### src/rtl/hazard_forward_unit.sv
// Hazard detection and operand-forwarding control for a three-stage (EX/DM/WB) pipeline.
// Decodes the incoming instruction, selects bypass sources and inserts one bubble per load-use hazard.
module hazard_forward_unit #(
    parameter int FWD_DEPTH  = 3,
    parameter int R0_ZERO    = 1,
    parameter int LOAD_STALL = 1
) (
    input  logic        clk,
    input  logic        reset,
    input  logic [31:0] ins,
    input  logic        ins_valid,
    output logic        stall,
    output logic [5:0]  op_dec,
    output logic [15:0] imm,
    output logic        imm_sel,
    output logic [1:0]  mux_sel_A,
    output logic [1:0]  mux_sel_B,
    output logic        mem_en_ex,
    output logic        mem_rw_ex,
    output logic [4:0]  RW_dm,
    output logic        mem_mux_sel_dm
);

    typedef enum logic [2:0] {
        CLS_ALU   = 3'd0,
        CLS_ALUI  = 3'd1,
        CLS_LOAD  = 3'd2,
        CLS_STORE = 3'd3,
        CLS_NOP   = 3'd4
    } cls_e;

    typedef struct packed {
        logic       valid;
        cls_e       cls;
        logic [4:0] rw;
    } stage_t;

    localparam stage_t BUBBLE = '{valid: 1'b0, cls: CLS_NOP, rw: 5'd0};

    stage_t      ex_q, dm_q, wb_q, ex_d;
    logic [5:0]  op_dec_q, op_dec_d;
    logic [15:0] imm_q, imm_d;
    logic        imm_sel_q, imm_sel_d;
    logic [1:0]  sel_a_q, sel_a_d, sel_b_q, sel_b_d;
    logic        mem_en_q, mem_en_d, mem_rw_q, mem_rw_d;

    cls_e       in_cls;
    logic [4:0] in_rw, in_ra, in_rb;
    logic       reads_a, reads_b, accept;

    function automatic logic is_writer(input stage_t s);
        return s.valid && (s.cls inside {CLS_ALU, CLS_ALUI, CLS_LOAD});
    endfunction

    function automatic logic is_r0(input logic [4:0] r);
        return (R0_ZERO != 0) && (r == 5'd0);
    endfunction

    // Nearest producer wins; stages beyond FWD_DEPTH rely on register-file write-through.
    function automatic logic [1:0] fwd_sel(input logic [4:0] r, input stage_t ex,
                                           input stage_t dm, input stage_t wb);
        if (is_r0(r))                                          return 2'd0;
        if (FWD_DEPTH >= 1 && is_writer(ex) && ex.rw == r)     return 2'd1;
        if (FWD_DEPTH >= 2 && is_writer(dm) && dm.rw == r)     return 2'd2;
        if (FWD_DEPTH >= 3 && is_writer(wb) && wb.rw == r)     return 2'd3;
        return 2'd0;
    endfunction

    function automatic logic load_hit(input logic [4:0] r, input stage_t ex);
        return ex.valid && (ex.cls == CLS_LOAD) && (ex.rw == r) && !is_r0(r);
    endfunction

    always_comb begin
        in_rw = ins[25:21];
        in_ra = ins[20:16];
        in_rb = ins[15:11];
        case (ins[31:29])
            3'b000:  in_cls = CLS_ALU;
            3'b001:  in_cls = CLS_ALUI;
            3'b010:  in_cls = CLS_LOAD;
            3'b011:  in_cls = CLS_STORE;
            default: in_cls = CLS_NOP;
        endcase
        reads_a = (in_cls != CLS_NOP);
        reads_b = (in_cls == CLS_ALU) || (in_cls == CLS_STORE);
    end

    always_comb begin
        stall = (LOAD_STALL != 0) && ins_valid &&
                ((reads_a && load_hit(in_ra, ex_q)) || (reads_b && load_hit(in_rb, ex_q)));
        accept = ins_valid && !stall;

        // NOTE: every combinational output gets a default first so no path leaves it unassigned (no latches).
        ex_d      = BUBBLE;
        op_dec_d  = 6'd0;
        imm_d     = 16'd0;
        imm_sel_d = 1'b0;
        sel_a_d   = 2'd0;
        sel_b_d   = 2'd0;
        mem_en_d  = 1'b0;
        mem_rw_d  = 1'b0;

        if (accept) begin
            ex_d      = '{valid: 1'b1, cls: in_cls, rw: in_rw};
            op_dec_d  = ins[31:26];
            imm_d     = ins[15:0];
            imm_sel_d = (in_cls == CLS_ALUI) || (in_cls == CLS_LOAD);
            mem_en_d  = (in_cls == CLS_LOAD) || (in_cls == CLS_STORE);
            mem_rw_d  = (in_cls == CLS_STORE);
            sel_a_d   = reads_a ? fwd_sel(in_ra, ex_q, dm_q, wb_q) : 2'd0;
            sel_b_d   = reads_b ? fwd_sel(in_rb, ex_q, dm_q, wb_q) : 2'd0;
        end
    end

    // NOTE: sequential state uses non-blocking assignments so the EX->DM->WB shift reads pre-edge values.
    always_ff @(posedge clk) begin
        if (!reset) begin
            ex_q      <= BUBBLE;
            dm_q      <= BUBBLE;
            wb_q      <= BUBBLE;
            op_dec_q  <= 6'd0;
            imm_q     <= 16'd0;
            imm_sel_q <= 1'b0;
            sel_a_q   <= 2'd0;
            sel_b_q   <= 2'd0;
            mem_en_q  <= 1'b0;
            mem_rw_q  <= 1'b0;
        end else begin
            wb_q      <= dm_q;
            dm_q      <= ex_q;
            ex_q      <= ex_d;
            op_dec_q  <= op_dec_d;
            imm_q     <= imm_d;
            imm_sel_q <= imm_sel_d;
            sel_a_q   <= sel_a_d;
            sel_b_q   <= sel_b_d;
            mem_en_q  <= mem_en_d;
            mem_rw_q  <= mem_rw_d;
        end
    end

    assign op_dec         = op_dec_q;
    assign imm            = imm_q;
    assign imm_sel        = imm_sel_q;
    assign mux_sel_A      = sel_a_q;
    assign mux_sel_B      = sel_b_q;
    assign mem_en_ex      = mem_en_q;
    assign mem_rw_ex      = mem_rw_q;
    assign RW_dm          = dm_q.rw;
    assign mem_mux_sel_dm = dm_q.valid && (dm_q.cls == CLS_LOAD);

endmodule

### config.mk
export PLATFORM = sky130hd
export DESIGN_NAME = hazard_forward_unit
export DESIGN_NICKNAME = d
export VERILOG_FILES = /design/src/rtl/hazard_forward_unit.sv
export SDC_FILE = /design/constraint.sdc
export NUM_CORES = 1
export LEC_CHECK = 0
export ABC_CLOCK_PERIOD_IN_PS = 3940
export BUFFER_PORTS_ARGS = -buffer_cell sky130_fd_sc_hd__buf_2
export CAP_MARGIN = 25
export CORE_MARGIN = 2
export CORE_UTILIZATION = 30
export CTS_CLUSTER_DIAMETER = 30
export CTS_CLUSTER_SIZE = 28
export DETAILED_ROUTE_END_ITERATION = 10
export PLACE_DENSITY = 0.59
export SLEW_MARGIN = 40
export SYNTH_ARGS = -nofsm -noshare
export SYNTH_HDL_FRONTEND = slang
export SYNTH_SLANG_ARGS = --single-unit
export TNS_END_PERCENT = 50
### constraint.sdc
create_clock -name clk -period 3.94 [get_ports clk]
set_clock_uncertainty 0.05 [all_clocks]
set_input_delay 0.985 -clock clk [delete_from_list [all_inputs] [get_ports clk]]
set_output_delay 0.985 -clock clk [all_outputs]
set_load 0.05 [all_outputs]
==> run_results.csv, run 1 <==
group,metric,value,unit
setup_path,worstPathArrival,2.58,ns
timing,finalHoldViolCount,0,
setup_path,crit_family,"simple AND/OR/NAND/NOR gates",
power,power_per_cell_area,422,nW/um^2
synth,synthCells,195,
floorplan,die_h,86.7,um
synth,ys_seq_area_share,53.7,%
clock_network,cts_buffers,5,
clock_network,clkSlewWorstSetupHoldPaths,0.09,ns
route,num_vias,1485,
clock_network,root_buffer,"clkbuf_8",
grt,grt_max_degree,35,
placed_design,place_area,2450,um^2
timing,period_minus_slack,3.62,ns
setup_path,crit_fanout,4,
setup_path,slowest_delay,0.53,ns
placed_design,dp_hpwl,3.27,mm
floorplan,fp-row-count,30,
clock_network,cts-resized-gates,0,
setup_path,required,2.90,ns
floorplan,die-area,7510,um^2
grt,grt_use_total,12.0,%
layout,syn2layout_area_growth,25.0,%
setup_path,critPathCaptureType,"output port",
grt,grt_pass1_wl,6.87,mm
timing,setup-tns-final,0,ns
grt,grt.overflow.total,0,
clock_network,cts_max_level,2,
timing,slew_headroom,63.1,%
timing,rsz0062_at_grt,"false",
synth,ys_ff_latch,55,
floorplan,die_x,86.7,um
floorplan,start_util,30.5,%
setup_path,r2r_slack,1.93,ns
route,ant_nets,0,
clock_network,cts_buffer_depth,2,
clock_network,ctsHoldBuffers,0,
setup_path,cp_num_buf_inv,2,
clock_network,cts.sinks,55,
route,wl_per_cell,12.0,um
clock_network,cts_setup_buffers,0,
route,dr.pass1.iters,6,
synth,synth_fp_nets,230,
grt,grt_pass1_vias,1502,
synth,synth_area_per_cell,10.5,um^2
floorplan,core,6720,um^2
placed_design,io_buffer_count,70,
placed_design,place_congestion,0.798,
route,viasPerCell,4.32,
synth,syn_area,2050,um^2
setup_path,crit_chain,"buf_2 > or4_1 > nor2_1 > nor3_1 > o21ai_0 > nor2_1 > buf_2",
floorplan,io_pins,71,
synth,yosysUniqueCellTypes,29,
timing,final.period_utilization,91.9,%
clock_network,cts_tree,"yes",
hold_path,hp-class,"flop to flop",
setup_path,slowest_stage,"or4_1",
power,p_leak,1.16,nW
setup_path,path_class,"input pin to output port",
layout,fin_nets,298,
synth,yosysWarningCount,0,
job,maxCapViolations,0,
route,routed_wl,4.13,mm
setup_path,critPathLaunchType,"input pin",
timing,drv_slew,0,
timing,fmax,276,MHz
clock_network,clk_latency,0.30,ns
timing,worstMarginPinSlew,0.546,ns
power,ir_drop,238,uV
layout,final_area,2560,um^2
layout,final_layout_size_suffix_gt1_share,30.7,%
timing,finalSetupViolCount,0,
route,drc,0,
route,drt_iter0_drc,70,
layout,num_antenna_cells,0,
run_status,status,"finished, final reports clean",
grt,antenna_found_initial,0,
-- metal layers --
layer / routed length (um) / global-route usage [%] / up-vias
met1: 1810 / 14.8 / 671
met5: 0 / 0 / -
met4: 59 / 4.69 / 0
met2: 2000 / 19.4 / 42
met3: 263 / 4.10 / 5
li1: - / - / 767
-- cells in the final DEF (no fill, tap or decap), drive strengths merged, types with 2 or more instances in the layout --
master  Yosys  final
or4         2      2
xnor2      19     19
clkbuf      2      6
nand2       7      7
buf         8     71
nor2        4      4
nand4       3      3
nor4b       6      6
and2       43     43
nand2b      3      3
o21ai       2      2
and3        4      4
nand3       4      4
nor2b       2      2
inv         2      2
nor4        3      3
nor3        5      5
dfxtp      55     55
and4        2      2
xor2       12     12
a21oi       2      2
-- through the flow --
step | setup slack, ns | total power, W | hold slack, ns | std cells | utilization (%)
floorplan | 0.664 | 0.000678 | 0.351 | 195 | -
global placement | 0.351 | 0.000720 | 0.363 | 336 | 36.4
detailed placement | 0.303 | 0.000720 | 0.376 | 336 | 36.4
CTS | 0.292 | 0.00110 | 0.398 | 344 | 38.2
global route | 0.101 | 0.00113 | 0.427 | 344 | 38.2
finish | 0.321 | 0.00108 | 0.393 | 344 | 38.2
-- report_power, final --
group	internal (W)	switching, W
Sequential	0.000572	0.00000851
Combinational	0.0000451	0.0000801
Clock	0.000206	0.000171
-- state kept, by name, indices dropped and copies added, names as in the netlist --
signal and count:
mem_rw_ex 1, imm 16, mux_sel_B 2, RW_dm 5
op_dec 6, wb_q 9, dm_q 4, mux_sel_A 2
ex_q 8, imm_sel 1, mem_en_ex 1
-- worst reg2reg max path, cell delays in order (launching register included) --
cell	delay (ns)
dfxtp_1	0.31
nand2b_1	0.15
nor4b_1	0.38
nor4b_1	0.49
nor3_4	0.07
buf_4	0.23
and4_1	0.22
-- final cells by class --
class,count,area (um^2)
multi-input cells,128,880
well taps,80,100
clock buffers,6,82.6
fillers,702,4160
clock inverters,2,35.0
inverters,2,7.51
repair buffers,71,358
flip-flops and latches,55,1100
-- synth_stat cells --
master     n  area share, %
dfxtp_1   55             54
and2_1    43             13
xnor2_1   19            8.1
xor2_1    12            5.1
nand2_1    7            1.3
buf_4      6            2.2
nor4b_1    6            2.6
and3_1     4            1.2
nand3_1    4           0.98
nor2_1     4           0.73
nor3_1     4           0.98
nand2b_1   3           0.92
nand4_1    3           0.92
nor4_1     3           0.92
a21oi_1    2           0.49
and4_1     2           0.85
buf_2      2           0.49
clkbuf_1   2           0.37
inv_1      2           0.37
nor2b_1    2           0.61
or4_1      2           0.73
a211oi_1   1           0.37
a21o_1     1           0.37
and3b_1    1           0.43
nor3_4     1           0.79
nor3b_1    1           0.37
o21ai_0    1           0.24
o21ai_2    1           0.43
o21bai_1   1           0.37
-- worst paths after layout --
| check | from | depth (start not counted) | to |
|---|---|---|---|
| hold / removal | ex_q[7]$_SDFF_PN1_ | 1 | dm_q[7]$_SDFF_PN1_ |
| setup reg to reg | ex_q[7]$_SDFF_PN1_ | 6 | mem_rw_ex$_SDFF_PN0_ |
| setup / recovery | ins[17] | 7 | stall |
| hold reg to reg | ex_q[7]$_SDFF_PN1_ | 1 | dm_q[7]$_SDFF_PN1_ |
-- cells by family after synthesis --
logic type	synth area share (%)
xor+xnor	13.2
buf+inv	3.42
simple gates	27.4
flops	53.7
compound gates	2.26
(Power assumes the default switching activity.)
==> run 2: changes to the inputs <==
--- a/config.mk
+++ b/config.mk
@@ -6,14 +6,14 @@
 export NUM_CORES = 1
 export LEC_CHECK = 0
 export ABC_CLOCK_PERIOD_IN_PS = 3940
-export BUFFER_PORTS_ARGS = -buffer_cell sky130_fd_sc_hd__buf_2
 export CAP_MARGIN = 25
 export CORE_MARGIN = 2
 export CORE_UTILIZATION = 30
 export CTS_CLUSTER_DIAMETER = 30
 export CTS_CLUSTER_SIZE = 28
 export DETAILED_ROUTE_END_ITERATION = 10
-export PLACE_DENSITY = 0.59
+export DONT_BUFFER_PORTS = 1
+export PLACE_DENSITY = 0.51
 export SLEW_MARGIN = 40
 export SYNTH_ARGS = -nofsm -noshare
 export SYNTH_HDL_FRONTEND = slang
==> run 2 against run 1 <==
  * First-iteration DRC count fell by 2.9%
  * Via count fell by 15%
  * Sequential cell count did not move
  * Final cell count fell by 20%
  * Non-clock buffer count fell by 68
  * Wire length rose by 4.2%
  * Hold slack got worse by 0.0063 ns
  * Largest cell class unchanged
==> run_results.csv, run 2 (synthesis results as in run 1) <==
group,metric,value,unit
power,p_seq_share,65.3,%
timing,drv_slew,0,
layout,largest_register_ffs,16,
setup_path,crit_chain,"or4_1 > nor2_1 > nor3_1 > o21ai_0 > nor2_1 > buf_4",
route,drc,0,
route,dr.pass1.iters,4,
setup_path,crit_fanout,4,
timing,fmax,285,MHz
timing,finalSetupViolCount,0,
clock_network,cts_buffer_depth,2,
floorplan,die-area,7510,um^2
route,routed_wl,4.30,mm
placed_design,dp_hpwl,3.34,mm
timing,worstMarginPinSlew,0.647,ns
placed_design,io_buffer_count,0,
floorplan,start_util,30.5,%
job,maxCapViolations,0,
grt,grt_pass1_vias,1288,
route,ant_nets,0,
route,wl_per_cell,15.7,um
setup_path,crit_top_cell,"nor2_1",
clock_network,root_buffer,"clkbuf_8",
clock_network,cts-resized-gates,0,
clock_network,cts_tree,"yes",
setup_path,path_class,"input pin to output port",
floorplan,io_pins,71,
hold_path,min_path_cells,1,
clock_network,ctsHoldBuffers,0,
layout,final_cell_mix,"dfxtp_1, and2_1, xnor2_1, xor2_1, nand2_1",
floorplan,core,6720,um^2
timing,final.period_utilization,89.0,%
power,p_switching,0.000234,W
power,p_int,0.000719,W
setup_path,crit_cells,6,
grt,grt_use_total,11.9,%
power,clkPwrFrac,29.4,%
clock_network,cts_setup_buffers,0,
timing,finalHoldViolCount,0,
clock_network,cts.sinks,55,
power,p_comb_share,5.3,%
setup_path,critPathLaunchType,"input pin",
setup_path,rr_worst_depth,6,
floorplan,die_h,86.7,um
timing,holdWs,0.387,ns
setup_path,slowest_stage,"or4_1",
power,swShare,24.6,%
run_status,status,"finished, final reports clean",
placed_design,place_congestion,0.819,
timing,slew_headroom,56.8,%
layout,final_util,32.5,%
placed_design,place_inst,268,
setup_path,slowest_delay,0.52,ns
layout,syn2layout_area_growth,6.47,%
setup_path,worstPathArrival,2.47,ns
setup_path,required,2.90,ns
route,drt_iter0_drc,68,
layout,instances_no_fill,274,
setup_path,critPathCaptureType,"output port",
power,power_per_cell_area,436,nW/um^2
hold_path,hp-class,"flop to flop",
clock_network,clkSlewWorstSetupHoldPaths,0.08,ns
layout,num_antenna_cells,0,
layout,fin_nets,230,
grt,grt_pass1_wl,6.73,mm
grt,grt.overflow.total,0,
layout,final_layout_size_suffix_gt1_share,5.15,%
clock_network,cts_buffers,5,
route,viasPerCell,4.58,
grt,grt_max_degree,28,
setup_path,cp_num_buf_inv,1,
grt,antenna_found_initial,0,
timing,rsz0062_at_grt,"false",
layout,final_common_cell,"dfxtp_1",
route,num_vias,1256,
setup_path,crit_family,"simple AND/OR/NAND/NOR gates",
floorplan,fp-row-count,30,
clock_network,cts_max_level,2,
timing,period_minus_slack,3.51,ns
power,ir_drop,165,uV
clock_network,clk_latency,0.30,ns
timing,setup-tns-final,0,ns
floorplan,die_x,86.7,um
power,p_leak,0.819,nW
[run 2: cell count changes in the layout (fill, tap and decap cells not counted)]
cell	change
buf_2	-70
buf_4	+2
bufinv_16	-1
clkbuf_1	+1
clkbuf_8	-1
clkinv_2	-1
[run 2: worst paths after layout]
| check | startpoint | to | slack, ns |
|---|---|---|---|
| min | ex_q[7]$_SDFF_PN1_ | dm_q[7]$_SDFF_PN1_ | 0.39 |
| max reg2reg | ex_q[7]$_SDFF_PN1_ | mem_rw_ex$_SDFF_PN0_ | 1.79 |
| max | ins[17] | stall | 0.43 |
| min reg2reg | ex_q[7]$_SDFF_PN1_ | dm_q[7]$_SDFF_PN1_ | 0.39 |
[run 2: power groups by stage]
stage	Clock [W]	Combinational, W	Sequential (W)
2_1_floorplan	0	0.0000509	0.000627
3_3_place_gp	0	0.0000517	0.000636
3_5_place_dp	0	0.0000511	0.000635
4_1_cts	0.000298	0.0000512	0.000622
5_1_grt	0.000319	0.0000568	0.000624
6_report	0.000281	0.0000505	0.000622
[run 2: area by class of cell]
class	instances	area [um^2]
Clock buffer	6	72.6
Fill cell	698	4540
Inverter	2	7.51
Multi-Input combinational cell	128	880
Sequential cell	55	1100
Tap cell	80	100
Timing Repair Buffer	3	22.5
[run 2: layer usage]
layer / up-vias / GRT usage [%] / wire (um)
li1: 631 / - / -
met2: 54 / 16.6 / 1800
met1: 565 / 16.3 / 2100
met3: 6 / 5.05 / 344
met5: - / 0 / 0
met4: 0 / 4.40 / 57
[run 2: metrics by stage]
step	setup WS, ns	cell area (um^2)	power (W)
2_1_floorplan	0.664	2050	0.000678
3_3_place_gp	0.440	2110	0.000687
3_5_place_dp	0.418	2110	0.000686
4_1_cts	0.399	2180	0.000971
5_1_grt	0.295	2180	0.00100
6_report	0.432	2180	0.000953
==> run 3: changes to the inputs <==
--- a/config.mk
+++ b/config.mk
@@ -7,13 +7,15 @@
 export LEC_CHECK = 0
 export ABC_CLOCK_PERIOD_IN_PS = 3940
 export CAP_MARGIN = 25
+export CELL_PAD_IN_SITES_DETAIL_PLACEMENT = 1
+export CELL_PAD_IN_SITES_GLOBAL_PLACEMENT = 1
 export CORE_MARGIN = 2
 export CORE_UTILIZATION = 30
 export CTS_CLUSTER_DIAMETER = 30
 export CTS_CLUSTER_SIZE = 28
 export DETAILED_ROUTE_END_ITERATION = 10
 export DONT_BUFFER_PORTS = 1
-export PLACE_DENSITY = 0.51
+export PLACE_DENSITY = 0.61
 export SLEW_MARGIN = 40
 export SYNTH_ARGS = -nofsm -noshare
 export SYNTH_HDL_FRONTEND = slang
==> run 3 against run 2 <==
  * Global-route usage grew 0.79 points
  * Wire length grew 3.2%
  * Critical endpoint unchanged
  * Clock power grew 41%
  * Count of clock-buffer cells in the layout is the same
  * Total power grew 12%
  * Hold slack gained 0.0063 ns
  * Die area is the same
  * Cell area grew 2.2%
  * Worst setup slack gained 0.011 ns
==> run_results.csv, run 3 (synthesis results as in run 1) <==
group,metric,value,unit
run_status,status,"finished, final reports clean",
layout,instances_no_fill,276,
grt,grt_max_degree,26,
floorplan,fp-row-count,30,
clock_network,cts.sinks,55,
floorplan,io_pins,71,
power,p_leak,0.843,nW
hold_path,hp-class,"flop to flop",
timing,finalSetupViolCount,0,
placed_design,dp_hpwl,3.45,mm
floorplan,core,6720,um^2
layout,largest_register_ffs,16,
route,drc,0,
route,dr.pass1.iters,4,
timing,fmax,286,MHz
clock_network,root_buffer,"clkbuf_8",
timing,drv_slew,0,
placed_design,place_inst,268,
timing,setup-tns-final,0,ns
layout,multi_input_area,880,um^2
timing,final.period_utilization,88.8,%
clock_network,cts_setup_buffers,0,
route,viasPerCell,4.64,
layout,num_antenna_cells,0,
clock_network,clk_latency,0.31,ns
layout,final_layout_size_suffix_gt1_share,6.63,%
power,total_power,0.00107,W
timing,slew_headroom,56.7,%
timing,holdWs,0.393,ns
clock_network,cts_buffers,5,
timing,worstMarginPinSlew,0.648,ns
grt,grt_pass1_wl,7.09,mm
placed_design,place_area,2110,um^2
timing,finalHoldViolCount,0,
route,drt_iter0_drc,40,
grt,grt_pass1_vias,1399,
layout,num-fill-cells,743,
clock_network,cts_tree,"yes",
setup_path,required,2.90,ns
layout,fin_nets,230,
layout,seq_area,1100,um^2
power,ir_drop,128,uV
timing,rsz0062_at_grt,"false",
route,num_vias,1281,
floorplan,die_h,86.7,um
grt,antenna_found_initial,0,
grt,grt_use_total,12.7,%
floorplan,die-area,7510,um^2
clock_network,clkSlewWorstSetupHoldPaths,0.09,ns
layout,final_area,2230,um^2
floorplan,start_util,30.5,%
layout,syn2layout_area_growth,8.85,%
route,wl_per_cell,16.1,um
job,maxCapViolations,0,
route,ant_nets,0,
layout,final_common_cell,"dfxtp_1",
setup_path,crit_fanout,4,
setup_path,critPathCaptureType,"output port",
clock_network,cts-resized-gates,0,
layout,final_cell_mix,"dfxtp_1, and2_1, xnor2_1, xor2_1, nand2_1",
clock_network,cts_buffer_depth,2,
setup_path,critPathLaunchType,"input pin",
placed_design,place_congestion,0.797,
power,power_per_cell_area,478,nW/um^2
floorplan,die_x,86.7,um
route,routed_wl,4.44,mm
setup_path,worstPathArrival,2.46,ns
setup_path,path_class,"input pin to output port",
setup_path,r2r_slack,1.81,ns
placed_design,io_buffer_count,0,
clock_network,ctsHoldBuffers,0,
grt,grt.overflow.total,0,
clock_network,cts_max_level,2,
timing,period_minus_slack,3.50,ns
==> run 3: worst paths after layout <==
check,startpoint,to,cells past startpoint
hold / removal,dm_q[7]$_SDFF_PN1_,wb_q[7]$_SDFF_PN1_,1
hold reg to reg,dm_q[7]$_SDFF_PN1_,wb_q[7]$_SDFF_PN1_,1
setup / recovery,ins[17],stall,6
setup reg to reg,mem_en_ex$_SDFF_PN0_,ex_q[3]$_SDFF_PN0_,6
==> run 3: metrics by stage <==
step                utilization, %  worst slack (ns)
floorplan                        -             0.664
global placement              31.4             0.483
detailed placement            31.4             0.411
CTS                           33.2             0.392
global route                  33.2             0.289
finish                        33.2             0.443
==> run 3: where the power goes <==
part,total [W],leakage (nW),switching [W],internal (W)
clock,0.000395,0.0618,0.000185,0.000209
sequential,0.000622,0.449,0.0000491,0.000573
combinational,0.0000506,0.332,0.0000236,0.0000271
==> run 3: metal layers <==
layer	share of wire [%]	GRT usage, %	wire, um
met5	0	0	0
met4	1.9	5.11	84
met3	7.5	5.33	333
met2	46	20.1	2060
met1	44	15.2	1960
==> run 3: layout make-up <==
type | count | area share (%)
clock buffer | 6 | 3.70
clock inverter | 2 | 1.74
inverter | 2 | 0.336
tap | 80 | 4.48
multi-input combinational | 128 | 39.4
timing repair buffer | 3 | 1.01
sequential | 55 | 49.3
==> run 3: worst max-delay path, cell delays in order <==
cell and delay, ns:
or4_1 0.53, nor2_1 0.24, nor3_1 0.09, o21ai_0 0.35, nor2_1 0.07, buf_4 0.20
